[src/rtl/edge_bit_packer_pkg.sv]
// Shared parameters and types for the edge bit packer.
package edge_bit_packer_pkg;

  localparam int PACK_BITS          = 8;
  localparam int DEFAULT_FIFO_DEPTH = 4;
  localparam int MAX_PIXEL_BITS     = 8;

  typedef enum logic {
    ST_PACK = 1'b0,
    ST_PUSH = 1'b1
  } pack_state_t;

endpackage

[src/rtl/edge_bit_packer_if.sv]
// Pixel-in / byte-out handshake bundle for the edge bit packer.
interface edge_bit_packer_if
  import edge_bit_packer_pkg::*;
#(
  parameter int PX_BITS = MAX_PIXEL_BITS
);

  logic               px_rdy_i;
  logic [PX_BITS-1:0] px_i;
  logic [7:0]         threshold_i;
  logic               flush_i;
  logic [7:0]         byte_o;
  logic               byte_rdy_o;
  logic               byte_ack_i;
  logic               fifo_full_o;
  logic               overflow_o;

  modport master (
    output px_rdy_i, px_i, threshold_i, flush_i, byte_ack_i,
    input  byte_o, byte_rdy_o, fifo_full_o, overflow_o
  );

  modport slave (
    input  px_rdy_i, px_i, threshold_i, flush_i, byte_ack_i,
    output byte_o, byte_rdy_o, fifo_full_o, overflow_o
  );

endinterface

[src/rtl/edge_byte_fifo.sv]
// Byte FIFO with power-of-two depth; head is presented combinationally
// and masked to zero while empty. A pop on an empty FIFO is ignored, and a
// push into a full FIFO only lands when a pop frees the slot the same cycle.
module edge_byte_fifo
  import edge_bit_packer_pkg::*;
#(
  parameter int DEPTH = DEFAULT_FIFO_DEPTH
) (
  input  logic                 clk_i,
  input  logic                 nreset_i,
  input  logic                 push,
  input  logic                 pop,
  input  logic [PACK_BITS-1:0] din,
  output logic [PACK_BITS-1:0] dout,
  output logic                 empty,
  output logic                 full
);

  localparam int AW = (DEPTH > 1) ? $clog2(DEPTH) : 1;

  logic [PACK_BITS-1:0] mem [DEPTH];
  logic [AW-1:0]        wr_ptr;
  logic [AW-1:0]        rd_ptr;
  logic [AW:0]          count;
  logic                 do_push;
  logic                 do_pop;

  assign empty   = (count == '0);
  assign full    = (count == (AW+1)'(DEPTH));
  assign do_pop  = pop && !empty;
  assign do_push = push && (!full || do_pop);
  assign dout    = empty ? '0 : mem[rd_ptr];

  // Storage write; contents are don't-care until counted valid.
  always_ff @(posedge clk_i) begin
    if (do_push) mem[wr_ptr] <= din;
  end

  // Pointer and occupancy bookkeeping; pointers wrap naturally at DEPTH.
  always_ff @(posedge clk_i or negedge nreset_i) begin
    if (!nreset_i) begin
      wr_ptr <= '0;
      rd_ptr <= '0;
      count  <= '0;
    end else begin
      if (do_push) wr_ptr <= wr_ptr + AW'(1);
      if (do_pop)  rd_ptr <= rd_ptr + AW'(1);
      case ({do_push, do_pop})
        2'b10:   count <= count + 1'b1;
        2'b01:   count <= count - 1'b1;
        default: count <= count;
      endcase
    end
  end

endmodule

[src/rtl/edge_bit_packer.sv]
// Thresholds pixels into edge bits, packs them MSB-first into bytes and
// queues the bytes in edge_byte_fifo. Optional macro EDGE_COUNT_EN adds a
// saturating edge-pixel counter on edge_count_o.
//
// state   | meaning
// PACK    | accumulating bits into the shift register
// PUSH    | completed/flushed byte in push_byte is written to the FIFO
module edge_bit_packer
  import edge_bit_packer_pkg::*;
#(
  parameter int FIFO_DEPTH = DEFAULT_FIFO_DEPTH,
  parameter int PX_BITS    = MAX_PIXEL_BITS
) (
  input  logic                 clk_i,
  input  logic                 nreset_i,
  edge_bit_packer_if.slave     bus
`ifdef EDGE_COUNT_EN
  ,
  output logic [15:0]          edge_count_o
`endif
);

  pack_state_t          state, state_d;
  logic [2:0]           bit_cnt, cnt_d;
  logic [PACK_BITS-1:0] shift_reg, shift_d;
  logic [PACK_BITS-1:0] push_byte, push_byte_d;
  logic [PACK_BITS-1:0] merged;
  logic [PX_BITS-1:0]   px_word;
  logic                 edge_bit;
  logic                 fifo_push;
  logic                 fifo_full;
  logic                 fifo_empty;
  logic                 overflow;

  assign px_word  = bus.px_i;
  assign edge_bit = (px_word[7:0] >= bus.threshold_i);
  assign merged   = shift_reg | ({7'b0, edge_bit} << (3'd7 - bit_cnt));

  // State, bit counter, partial byte and pending byte registers.
  always_ff @(posedge clk_i or negedge nreset_i) begin
    if (!nreset_i) begin
      state     <= ST_PACK;
      bit_cnt   <= '0;
      shift_reg <= '0;
      push_byte <= '0;
    end else begin
      state     <= state_d;
      bit_cnt   <= cnt_d;
      shift_reg <= shift_d;
      push_byte <= push_byte_d;
    end
  end

  // Next state: the pixel is folded in first, then a flush acts on what is
  // left. A strobe during PUSH is simply the first bit of the next byte,
  // since push_byte is consumed by the FIFO on the same edge it is reloaded.
  always_comb begin
    state_d     = ST_PACK;
    cnt_d       = bit_cnt;
    shift_d     = shift_reg;
    push_byte_d = push_byte;
    if (bus.px_rdy_i) begin
      if (bit_cnt == 3'd7) begin
        push_byte_d = merged;
        state_d     = ST_PUSH;
        cnt_d       = '0;
        shift_d     = '0;
      end else begin
        cnt_d   = bit_cnt + 3'd1;
        shift_d = merged;
      end
    end
    if (bus.flush_i && (cnt_d != 3'd0)) begin
      push_byte_d = shift_d;
      state_d     = ST_PUSH;
      cnt_d       = '0;
      shift_d     = '0;
    end
  end

  assign fifo_push = (state == ST_PUSH);

  edge_byte_fifo #(
    .DEPTH (FIFO_DEPTH)
  ) u_fifo (
    .clk_i    (clk_i),
    .nreset_i (nreset_i),
    .push     (fifo_push),
    .pop      (bus.byte_ack_i),
    .din      (push_byte),
    .dout     (bus.byte_o),
    .empty    (fifo_empty),
    .full     (fifo_full)
  );

  // Sticky flag for a byte lost to a full FIFO with no pop alongside it.
  always_ff @(posedge clk_i or negedge nreset_i) begin
    if (!nreset_i)                                      overflow <= 1'b0;
    else if (fifo_push && fifo_full && !bus.byte_ack_i) overflow <= 1'b1;
  end

  assign bus.byte_rdy_o  = !fifo_empty;
  assign bus.fifo_full_o = fifo_full;
  assign bus.overflow_o  = overflow;

`ifdef EDGE_COUNT_EN
  logic [15:0] edge_cnt;

  // Saturating count of strobes whose edge bit is set.
  always_ff @(posedge clk_i or negedge nreset_i) begin
    if (!nreset_i)
      edge_cnt <= '0;
    else if (bus.px_rdy_i && edge_bit && (edge_cnt != 16'hFFFF))
      edge_cnt <= edge_cnt + 16'd1;
  end

  assign edge_count_o = edge_cnt;
`endif

endmodule
[src/flat_wrapper.sv]
// flat-port wrapper written by rule: the top's interface ports become plain ports
module edge_bit_packer_flat import edge_bit_packer_pkg::*;
#(
  parameter int FIFO_DEPTH = DEFAULT_FIFO_DEPTH,
  parameter int PX_BITS    = MAX_PIXEL_BITS
)
  (clk_i, nreset_i, bus_px_rdy_i, bus_px_i, bus_threshold_i, bus_flush_i, bus_byte_ack_i, bus_byte_o, bus_byte_rdy_o, bus_fifo_full_o, bus_overflow_o);
  edge_bit_packer_if #(.PX_BITS(PX_BITS)) bus_i ();
  input  logic clk_i;
  input  logic nreset_i;
  input wire logic [$bits(bus_i.px_rdy_i)-1:0] bus_px_rdy_i;
  input wire logic [$bits(bus_i.px_i)-1:0] bus_px_i;
  input wire logic [$bits(bus_i.threshold_i)-1:0] bus_threshold_i;
  input wire logic [$bits(bus_i.flush_i)-1:0] bus_flush_i;
  input wire logic [$bits(bus_i.byte_ack_i)-1:0] bus_byte_ack_i;
  output wire logic [$bits(bus_i.byte_o)-1:0] bus_byte_o;
  output wire logic [$bits(bus_i.byte_rdy_o)-1:0] bus_byte_rdy_o;
  output wire logic [$bits(bus_i.fifo_full_o)-1:0] bus_fifo_full_o;
  output wire logic [$bits(bus_i.overflow_o)-1:0] bus_overflow_o;
  assign bus_i.px_rdy_i = bus_px_rdy_i;
  assign bus_i.px_i = bus_px_i;
  assign bus_i.threshold_i = bus_threshold_i;
  assign bus_i.flush_i = bus_flush_i;
  assign bus_i.byte_ack_i = bus_byte_ack_i;
  assign bus_byte_o = bus_i.byte_o;
  assign bus_byte_rdy_o = bus_i.byte_rdy_o;
  assign bus_fifo_full_o = bus_i.fifo_full_o;
  assign bus_overflow_o = bus_i.overflow_o;
  edge_bit_packer #(.FIFO_DEPTH(FIFO_DEPTH), .PX_BITS(PX_BITS)) u_core (.clk_i(clk_i), .nreset_i(nreset_i), .bus(bus_i));
endmodule
[config.mk]
export PLATFORM = sky130hd
export DESIGN_NAME = edge_bit_packer_flat
export DESIGN_NICKNAME = d
export VERILOG_FILES = /design/src/rtl/edge_bit_packer_pkg.sv /design/src/rtl/edge_bit_packer_if.sv /design/src/rtl/edge_byte_fifo.sv /design/src/rtl/edge_bit_packer.sv /design/src/flat_wrapper.sv
export SDC_FILE = /design/constraint.sdc
export NUM_CORES = 1
export LEC_CHECK = 0
export ABC_CLOCK_PERIOD_IN_PS = 1900
export CORE_ASPECT_RATIO = 1.2
export CORE_UTILIZATION = 29
export CTS_CLUSTER_SIZE = 10
export DETAILED_ROUTE_END_ITERATION = 10
export PLACE_DENSITY = 0.44
export SYNTH_ARGS = -nofsm -noshare
export SYNTH_HDL_FRONTEND = slang
export SYNTH_SLANG_ARGS = --single-unit
[constraint.sdc]
create_clock -name clk_i -period 1.9 [get_ports clk_i]
set_input_delay 0.475 -clock clk_i [delete_from_list [all_inputs] [get_ports clk_i]]
set_output_delay 0.475 -clock clk_i [all_outputs]
set_load 0.03 [all_outputs]
* After elaboration in Yosys (flattened, before gate mapping) *
Memory sizes are Yosys's and may differ from the RTL's.
Cells that the tools add are included.

operators by class
  $add $sub $neg = 6
  order comparisons = 1
  equality and inequality tests = 4
  shift-type cells = 1
  muxes and demuxes = 16
  bitwise logic cells = 1
  reductions and logical operators = 15

operators by type and width
  operator                                                             number
  8-bit two-way mux                                                    7
  3-bit two-way mux                                                    3
  8-bit >= comparator                                                  1
  8-bit bitwise OR                                                     1
  1-bit by 3-bit << shifter with 8-bit output                          1
  3-bit by 1-bit adder with 3-bit output (second input constant)       2
  3-bit == test (second input constant)                                2
  3-bit case mux with 2 select lines                                   1
  2-bit nonzero test                                                   3
  1-bit logical AND                                                    5
  1-bit two-way mux                                                    5
  2-bit by 1-bit adder with 2-bit output (second input constant)       2
  1-bit zero test                                                      3
  3-bit zero test                                                      1
  3-bit nonzero test                                                   1
  3-bit by 1-bit subtractor with 3-bit output (second input constant)  1
  3-bit subtractor (first input constant)                              1
  2-bit by 1-bit == test with 1-bit output (second input constant)     1
  2-bit == test (second input constant)                                1
  2-bit AND reduction                                                  1
  1-bit logical OR                                                     1

storage, ports and cells
  register bits after elaboration = 28
  bits in writable memories = 32
  output and inout port bits = 11
  logic and storage cells = 53
  memories kept = 1

memories
  memory             depth  bits a word  rd ports  clocked after memory_dff  write ports  RTL line              source
  u_core.u_fifo.mem  4      8            1         0                         1            edge_byte_fifo.sv:21  logic [PACK_BITS-1:0] mem [DEPTH];

* Logic depth before layout (Yosys ltp) *
Gate-level depths: netlist of run 1.

  word-level depth = 7
  mapped depth = 9

* Hierarchy *
A second synthesis of run 1 with hierarchy kept.

unflattened totals
  cells, all modules = 239
  area, all modules = 3039.2 µm²

modules (own cells, without submodules)
  module           times used  cells each  area an instance (µm²)  sequential area each (µm²)
  edge_byte_fifo   1           105         1731.7                  1136.1
  edge_bit_packer  1           134         1307.5                  525.5

* Worst setup path after synthesis of run 1 *
Ideal clock, no wire load.

  path kind = input-to-reg
  from = input port bus_byte_ack_i
  to = register u_core.u_fifo.count[1]
  setup time = 0.087 ns
  arrival = 1.994 ns
  data required time = 1.813 ns
  setup slack = -0.181 ns
  stages on the path = 7
  buffers on the path = 1
  cells stage by stage = clkbuf_1 -> nand2_1 -> or2_2 -> fa_1 -> nor3_1 -> o21ai_0 -> a22oi_1

between the ends
  longest elaborated chain between the ends = 5
  elaborated cells on any way between the ends = 7
  those cells by class = eq/ne (2); mux (1); reduce/logical (4)

ends and longest elaborated chain
  item                                                                       RTL line              source
  start, declared                                                            flat_wrapper.sv:15    input wire logic [$bits(bus_i.byte_ack_i)-1:0] bus_byte_ack_i;
  1-bit logical AND *                                                        edge_byte_fifo.sv:30  assign do_pop = pop && !empty;
  1-bit logical OR                                                           edge_byte_fifo.sv:31  assign do_push = push && (!full || do_pop);
  1-bit logical AND                                                          edge_byte_fifo.sv:31
  2-bit by 1-bit == test with 1-bit output or 2-bit == test (tied branches)  edge_byte_fifo.sv:48  case ({do_push, do_pop})
  3-bit case mux with 2 select lines or 2-bit nonzero test (tied branches)   n/a
  end signal, assigned                                                       edge_byte_fifo.sv:49  2'b10: count <= count + 1'b1;
  end signal, assigned                                                       edge_byte_fifo.sv:50  2'b01: count <= count - 1'b1;
  end signal, assigned                                                       edge_byte_fifo.sv:51  default: count <= count;
  end, declared                                                              edge_byte_fifo.sv:24  logic [AW:0] count;

Mark *: on every way between the ends. The rest lies on a longest branch, timed or not.
A chain may end at the register's enable or synchronous reset.

* Worst setup path after layout of run 1 *
  from = register u_core.u_fifo.count[2]
  to = output port bus_byte_o[1]

between the ends
  longest elaborated chain between the ends = 2

ends and longest elaborated chain
  item               RTL line              source
  3-bit zero test    edge_byte_fifo.sv:28  assign empty = (count == '0);
  8-bit two-way mux  edge_byte_fifo.sv:32  assign dout = empty ? '0 : mem[rd_ptr];
  end, declared      flat_wrapper.sv:16    output wire logic [$bits(bus_i.byte_o)-1:0] bus_byte_o;

Every way passes these cells.

==> results of run 1 <==
## synth_stat cells
master / n
a21o_1: 3
a21oi_1: 4
a221o_1: 1
a221oi_2: 1
a22oi_1: 1
a2bb2oi_2: 2
and2_1: 13
and3_1: 3
buf_2: 2
buf_6: 4
clkbuf_1: 5
dfrtp_1: 28
edfxtp_1: 32
fa_1: 1
ha_1: 14
inv_1: 17
mux2_2: 2
mux4_2: 8
nand2_1: 29
nand2b_1: 3
nand3_1: 5
nand3b_1: 2
nand3b_2: 1
nand4_1: 2
nand4b_1: 2
nor2_1: 9
nor2b_1: 2
nor3_1: 3
o211a_1: 1
o211ai_1: 2
o21ai_0: 6
o21ai_1: 7
o21ai_2: 1
o221ai_1: 8
o32a_1: 1
or2_2: 1
or3_1: 1
xnor2_1: 4
xor2_1: 2
## worst min path at each step
stage | slack [ns] | to | start | cells after the start
3_3_place_gp | 0.45 | u_core.bus.overflow_o | u_core.bus.overflow_o | 1
3_5_place_dp | 0.45 | u_core.bus.overflow_o | u_core.bus.overflow_o | 1
6_report | 0.46 | u_core.bus.overflow_o | u_core.bus.overflow_o | 1
4_1_cts | 0.47 | u_core.bus.overflow_o | u_core.bus.overflow_o | 1
2_1_floorplan | 0.18 | u_core.bit_cnt[0] | nreset_i | 0
5_1_grt | 0.48 | u_core.bus.overflow_o | u_core.bus.overflow_o | 1
## metal layers
layer / GRT usage (%) / vias up
met2: 22.6 / 39
met1: 13.7 / 962
li1: - / 1011
met3: 3.42 / 11
met4: 5.44 / 0
met5: 0 / -
## logic make-up after synthesis
family / Yosys count / synth area share (%)
AND/OR/NAND/NOR: 76 / 13.1
AO/OA/AOI/OAI: 38 / 9.74
adder cells (fa/ha/maj): 15 / 6.69
multiplexers: 10 / 6.95
buffers and inverters: 28 / 4.72
XOR/XNOR: 6 / 1.80
flip-flops: 60 / 57.0
## power groups by stage
stage / clock network [mW] / logic [mW] / registers (mW)
CTS: 1.68 / 3.53 / 2.02
floorplan: 0 / 1.79 / 2.03
detailed placement: 0 / 2.95 / 2.04
finish: 1.65 / 3.75 / 2.03
global placement: 0 / 2.94 / 2.03
global route: 1.75 / 4.05 / 2.08
## what timing repair did
| item | CTS | global route |
|---|---|---|
| gates resized for setup | 102 | 32 |
| gates cloned | 2 | 1 |
| hold buffers | 0 | 0 |
| pin swaps | 35 | 16 |
| buffers inserted | 6 | 6 |
| endpoints found under the setup margin | 29 | 30 |
## cells in the final DEF, fill, tap and decap left out, drive strengths merged, types with 8 or more instances in the layout
master	synthesis	final
buf	6	61
clkdlybuf4s50	0	14
dfrtp	28	28
inv	17	21
o21ai	14	14
ha	14	14
o221ai	8	8
nor2	9	9
clkbuf	5	10
and2	13	13
mux4	8	8
nand2	29	29
edfxtp	32	32
## layout make-up
class                           instances  share of cell area (%)
Sequential cell                        60                    37.8
Multi-Input combinational cell        145                    31.4
Timing Repair Buffer                   83                    18.8
Clock buffer                            9                    5.12
Tap cell                              123                    3.50
Clock inverter                          7                    1.85
Inverter                               17                    1.57
## critical path, cell delays in order, from the launching register on
cell and delay (ns):
dfrtp_1 0.38, or3_1 0.38, buf_6 0.15, clkbuf_16 0.15
and2_4 0.15, buf_6 0.13
==> flow_metrics.tcl, run 1 <==
set metrics [dict create \
    grt_antenna_before_repair 0 \
    crit_path_max_fanout 4 \
    crit_path_start_kind "register" \
    slew_headroom_pct 76.0 \
    antennaDiodeCount 0 \
    crit_path_end_kind "output pin" \
    fin_crit_ns 2.14 \
    finalInstanceArea_um2 4400 \
    layout.cells.non_filler 444 \
    htree_levels 3 \
    tns_ns -3.65 \
    slew_violations 0 \
    synth_area_leaders "edfxtp_1, dfrtp_1, mux4_2, ha_1, nand2_1" \
    cts_tree "done" \
    dr.pass1.iters 4 \
    seqCellArea_um2 1660 \
    rr_worst_depth 9 \
    dp.cells 416 \
    wire_per_inst_um 13.1 \
    critical_path.endpoint "bus_byte_o[1]" \
    arrival_ns 1.67 \
    start_util_pct 30.2 \
    core_area_um2 9660 \
    setup_violations 26 \
    grt_overflow 0 \
    grt_pass1_wl_mm 10.1 \
    gp_congestion 0.720 \
    r2r_slack_ns -0.17 \
    multi_input_area_um2 1380 \
    hold_viol_final 0 \
    remaining_drc_errors 0 \
    syn_area_um2 2920 \
    dp_hpwl_mm 4.15 \
    grt_max_degree 29 \
    swShare_pct 33.8 \
    criticalPathCategory "register to output pin" \
    synthCells 233 \
    fill_cells 909 \
    max_cap_violations 0 \
    power_frac_seq_pct 27.3 \
    fin_nets 352 \
    port_buffers 31 \
    yosysTopAreaCell "edfxtp_1" \
    worst_pin_slew_ns 0.360 \
    clk_pin_slew_ns 0.06 \
    cts_root_buffer "clkbuf_16" \
    dieArea_um2 10500 \
    synthesis.nets 269 \
    synth_top_area_share_pct 32.9 \
    ys_warn_count 0 \
    outcome "complete, but fails checks" \
    synth_cell_type_count 39 \
    cts_buffers 9 \
    synth-seq-cells 60 \
    leakagePower_nw 1.85 \
    post-place-ws_ns -0.644 \
    netSwitchingPower_mw 2.51 \
    combPwrFrac_pct 50.5 \
    min_path_type "register to register" \
    power_density_nw_per_um2 1690 \
    met2_length_mm 3.12 \
    hold_slack_ns 0.462 \
    seq_area_frac_synth_pct 57.0 \
    clk_latency_ns 0.32 \
    syn_area_per_cell_um2 12.5 \
    vias_per_cell 4.56 \
    peakVddDrop_v 0.000482 \
    postRouteAntennaNets 0 \
    clock-skew-final_ns 0.00592 \
    pwr-share-clk_pct 22.2 \
    grt_use_total_pct 12.6 \
    top_layer_used "met4" \
    io_pins 32 \
    area_growth_pct 50.8 \
    total_power_mw 7.42 \
    violations "negative setup slack" \
    row_count 39 \
    drive_gt1_share_pct 42.7 \
    drt-met1-wl_mm 2.37 \
    p_int_mw 4.91 \
    timing.critical_path.from "u_core.u_fifo.count[2]" \
    cp_data_required_time_ns 1.42 \
    fp.dieW_um 93.5 \
    largest_reg_flops 32 \
    drt-total-wl_mm 5.83 \
    max_freq_ghz 0.467 \
    vias 2023 \
    final_util_pct 45.5 \
    clock_sinks 60 \
    r2r-start "u_core.bit_cnt[0]" \
    drt_iter0_markers 57 \
    clock_path_buffers 2 \
    met3_length_um 218 \
    grt_setup_unrepaired "true" \
    fin_crit_sh_pct 113 \
    rr_endpoint "u_core.shift_reg[5]" \
    grt_pass1_vias 2113 \
    worst_slack_ns -0.243 \
    place_area_um2 3690 \
    die_h_um 112 \
]
Power figures use the tool's default switching activity.
==> run 2, diff against run 1 <==
--- a/config.mk
+++ b/config.mk
@@ -6,11 +6,12 @@
 export NUM_CORES = 1
 export LEC_CHECK = 0
 export ABC_CLOCK_PERIOD_IN_PS = 1900
+export CAP_MARGIN = 20
 export CORE_ASPECT_RATIO = 1.2
 export CORE_UTILIZATION = 29
 export CTS_CLUSTER_SIZE = 10
 export DETAILED_ROUTE_END_ITERATION = 10
-export PLACE_DENSITY = 0.44
+export PLACE_DENSITY_LB_ADDON = 0.12
 export SYNTH_ARGS = -nofsm -noshare
 export SYNTH_HDL_FRONTEND = slang
 export SYNTH_SLANG_ARGS = --single-unit
==> flow_metrics.tcl, run 2 (same netlist as run 1, synthesis figures left out) <==
set metrics [dict create \
    min_path_type "register to register" \
    violations "negative setup slack" \
    fin_crit_ns 2.12 \
    remaining_drc_errors 0 \
    grt_setup_unrepaired "true" \
    grt_antenna_before_repair 0 \
    clk_latency_ns 0.32 \
    drt_iter0_markers 64 \
    max_cap_violations 0 \
    power_density_nw_per_um2 1660 \
    peakVddDrop_v 0.000521 \
    post-place-ws_ns -0.628 \
    layout_commonest_cell "buf_4" \
    arrival_ns 1.65 \
    hold_viol_final 0 \
    fin_nets 348 \
    vias_per_cell 4.54 \
    crit_path_start_kind "register" \
    htree_levels 3 \
    leakagePower_nw 1.79 \
    cts_root_buffer "clkbuf_16" \
    grt_pass1_wl_mm 9.90 \
    fp.dieW_um 93.5 \
    largest_reg_flops 32 \
    die_h_um 112 \
    vias 1999 \
    fill_cells 910 \
    antennaDiodeCount 0 \
    dieArea_um2 10500 \
    io_pins 32 \
    cts_tree "done" \
    layout.cells.non_filler 440 \
    clock_sinks 60 \
    slew_violations 0 \
    gp_congestion 0.748 \
    wire_per_inst_um 13.1 \
    grt_use_total_pct 12.4 \
    cts_buffers 9 \
    drive_gt1_share_pct 42.0 \
    final_cell_mix "buf_4, edfxtp_1, dfrtp_1, nand2_1, buf_6" \
    grt_pass1_vias 2097 \
    slew_headroom_pct 72.7 \
    dr.pass1.iters 4 \
    row_count 39 \
    clock-skew-final_ns 0.00959 \
    cp_data_required_time_ns 1.42 \
    criticalPathCategory "register to output pin" \
    hold_slack_ns 0.460 \
    worst_slack_ns -0.224 \
    crit_path_end_kind "output pin" \
    dp_hpwl_mm 3.96 \
    postRouteAntennaNets 0 \
    clk_pin_slew_ns 0.05 \
    area_growth_pct 47.4 \
    start_util_pct 30.2 \
    setup_violations 25 \
    fin_crit_sh_pct 112 \
    outcome "complete, but fails checks" \
    max_freq_ghz 0.471 \
    dp.cells 412 \
    grt_overflow 0 \
    crit_path_max_fanout 8 \
    core_area_um2 9660 \
    grt_max_degree 29 \
    seqCellArea_um2 1660 \
    port_buffers 31 \
    drt-total-wl_mm 5.76 \
    multi_input_area_um2 1370 \
    clock_path_buffers 2 \
    worst_pin_slew_ns 0.409 \
]
## run 2: critical path, stage by stage, from the launching register on
cell,delay (ns)
dfrtp_1,0.39
buf_12,0.15
mux4_2,0.50
and2_4,0.15
buf_6,0.13
## run 2: path summary, 6_finish.rpt
| check | cells past startpoint | from | slack, ns | end |
|---|---|---|---|---|
| max in group asynchronous | 2 | nreset_i | 1.08 | u_core.u_fifo.wr_ptr[1] |
| worst min register to register | 1 | u_core.bus.overflow_o | 0.46 | u_core.bus.overflow_o |
| worst max-delay path | 4 | u_core.u_fifo.rd_ptr[0] | -0.22 | bus_byte_o[4] |
| min in group asynchronous | 2 | nreset_i | 0.54 | u_core.shift_reg[0] |
| worst min-delay path | 1 | u_core.bus.overflow_o | 0.46 | u_core.bus.overflow_o |
| worst max register to register | 9 | u_core.bit_cnt[0] | -0.13 | u_core.shift_reg[3] |
## run 2: final cells by class
cell class,count,area share (%)
inverters,17,1.48
flip-flops and latches,60,38.6
multi-input cells,145,31.8
repair buffers,79,17.8
clock buffers,9,5.24
well taps,123,3.58
clock inverters,7,1.43
## run 2: report_power, final
group / internal (mW) / switching (mW) / leakage [nW]
Clock: 0.900 / 0.597 / 0.134
Sequential: 1.83 / 0.228 / 0.658
Combinational: 1.95 / 1.65 / 0.996
Total: 4.67 / 2.48 / 1.79
## run 2: what timing repair did
item,in CTS,in global routing
buffers inserted,4,7
cloned,3,0
hold buffers,0,0
pin swaps,25,5
resized for setup,118,16
endpoints found under the setup margin,29,60
## run 2: metrics by stage
| stage | util (%) | power [mW] | setup TNS, ns | cell area (um2) |
|---|---|---|---|---|
| 2_1_floorplan | - | 3.82 | -0.513 | 2970 |
| 3_3_place_gp | 37.8 | 4.91 | -20.60 | 3650 |
| 3_5_place_dp | 37.8 | 4.91 | -20.15 | 3650 |
| 4_1_cts | 43.5 | 7.03 | -3.78 | 4200 |
| 5_1_grt | 44.5 | 7.62 | -5.65 | 4300 |
| 6_report | 44.5 | 7.15 | -3.28 | 4300 |
## run 2: layer usage
| layer | GRT usage (%) | part of all wire, % | vias to the layer above |
|---|---|---|---|
| li1 | - | - | 1006 |
| met1 | 13.5 | 40 | 950 |
| met2 | 22.7 | 55 | 38 |
| met3 | 2.87 | 3.2 | 5 |
| met4 | 4.92 | 1.3 | 0 |
| met5 | 0 | 0 | - |
==> run 3, diff against run 2 <==
--- a/config.mk
+++ b/config.mk
@@ -8,6 +8,7 @@
 export ABC_CLOCK_PERIOD_IN_PS = 1900
 export CAP_MARGIN = 20
 export CORE_ASPECT_RATIO = 1.2
+export CORE_MARGIN = 1
 export CORE_UTILIZATION = 29
 export CTS_CLUSTER_SIZE = 10
 export DETAILED_ROUTE_END_ITERATION = 10
==> results of run 3 <==
Same layout as run 2: the final DEF is identical, and so are final timing and power.
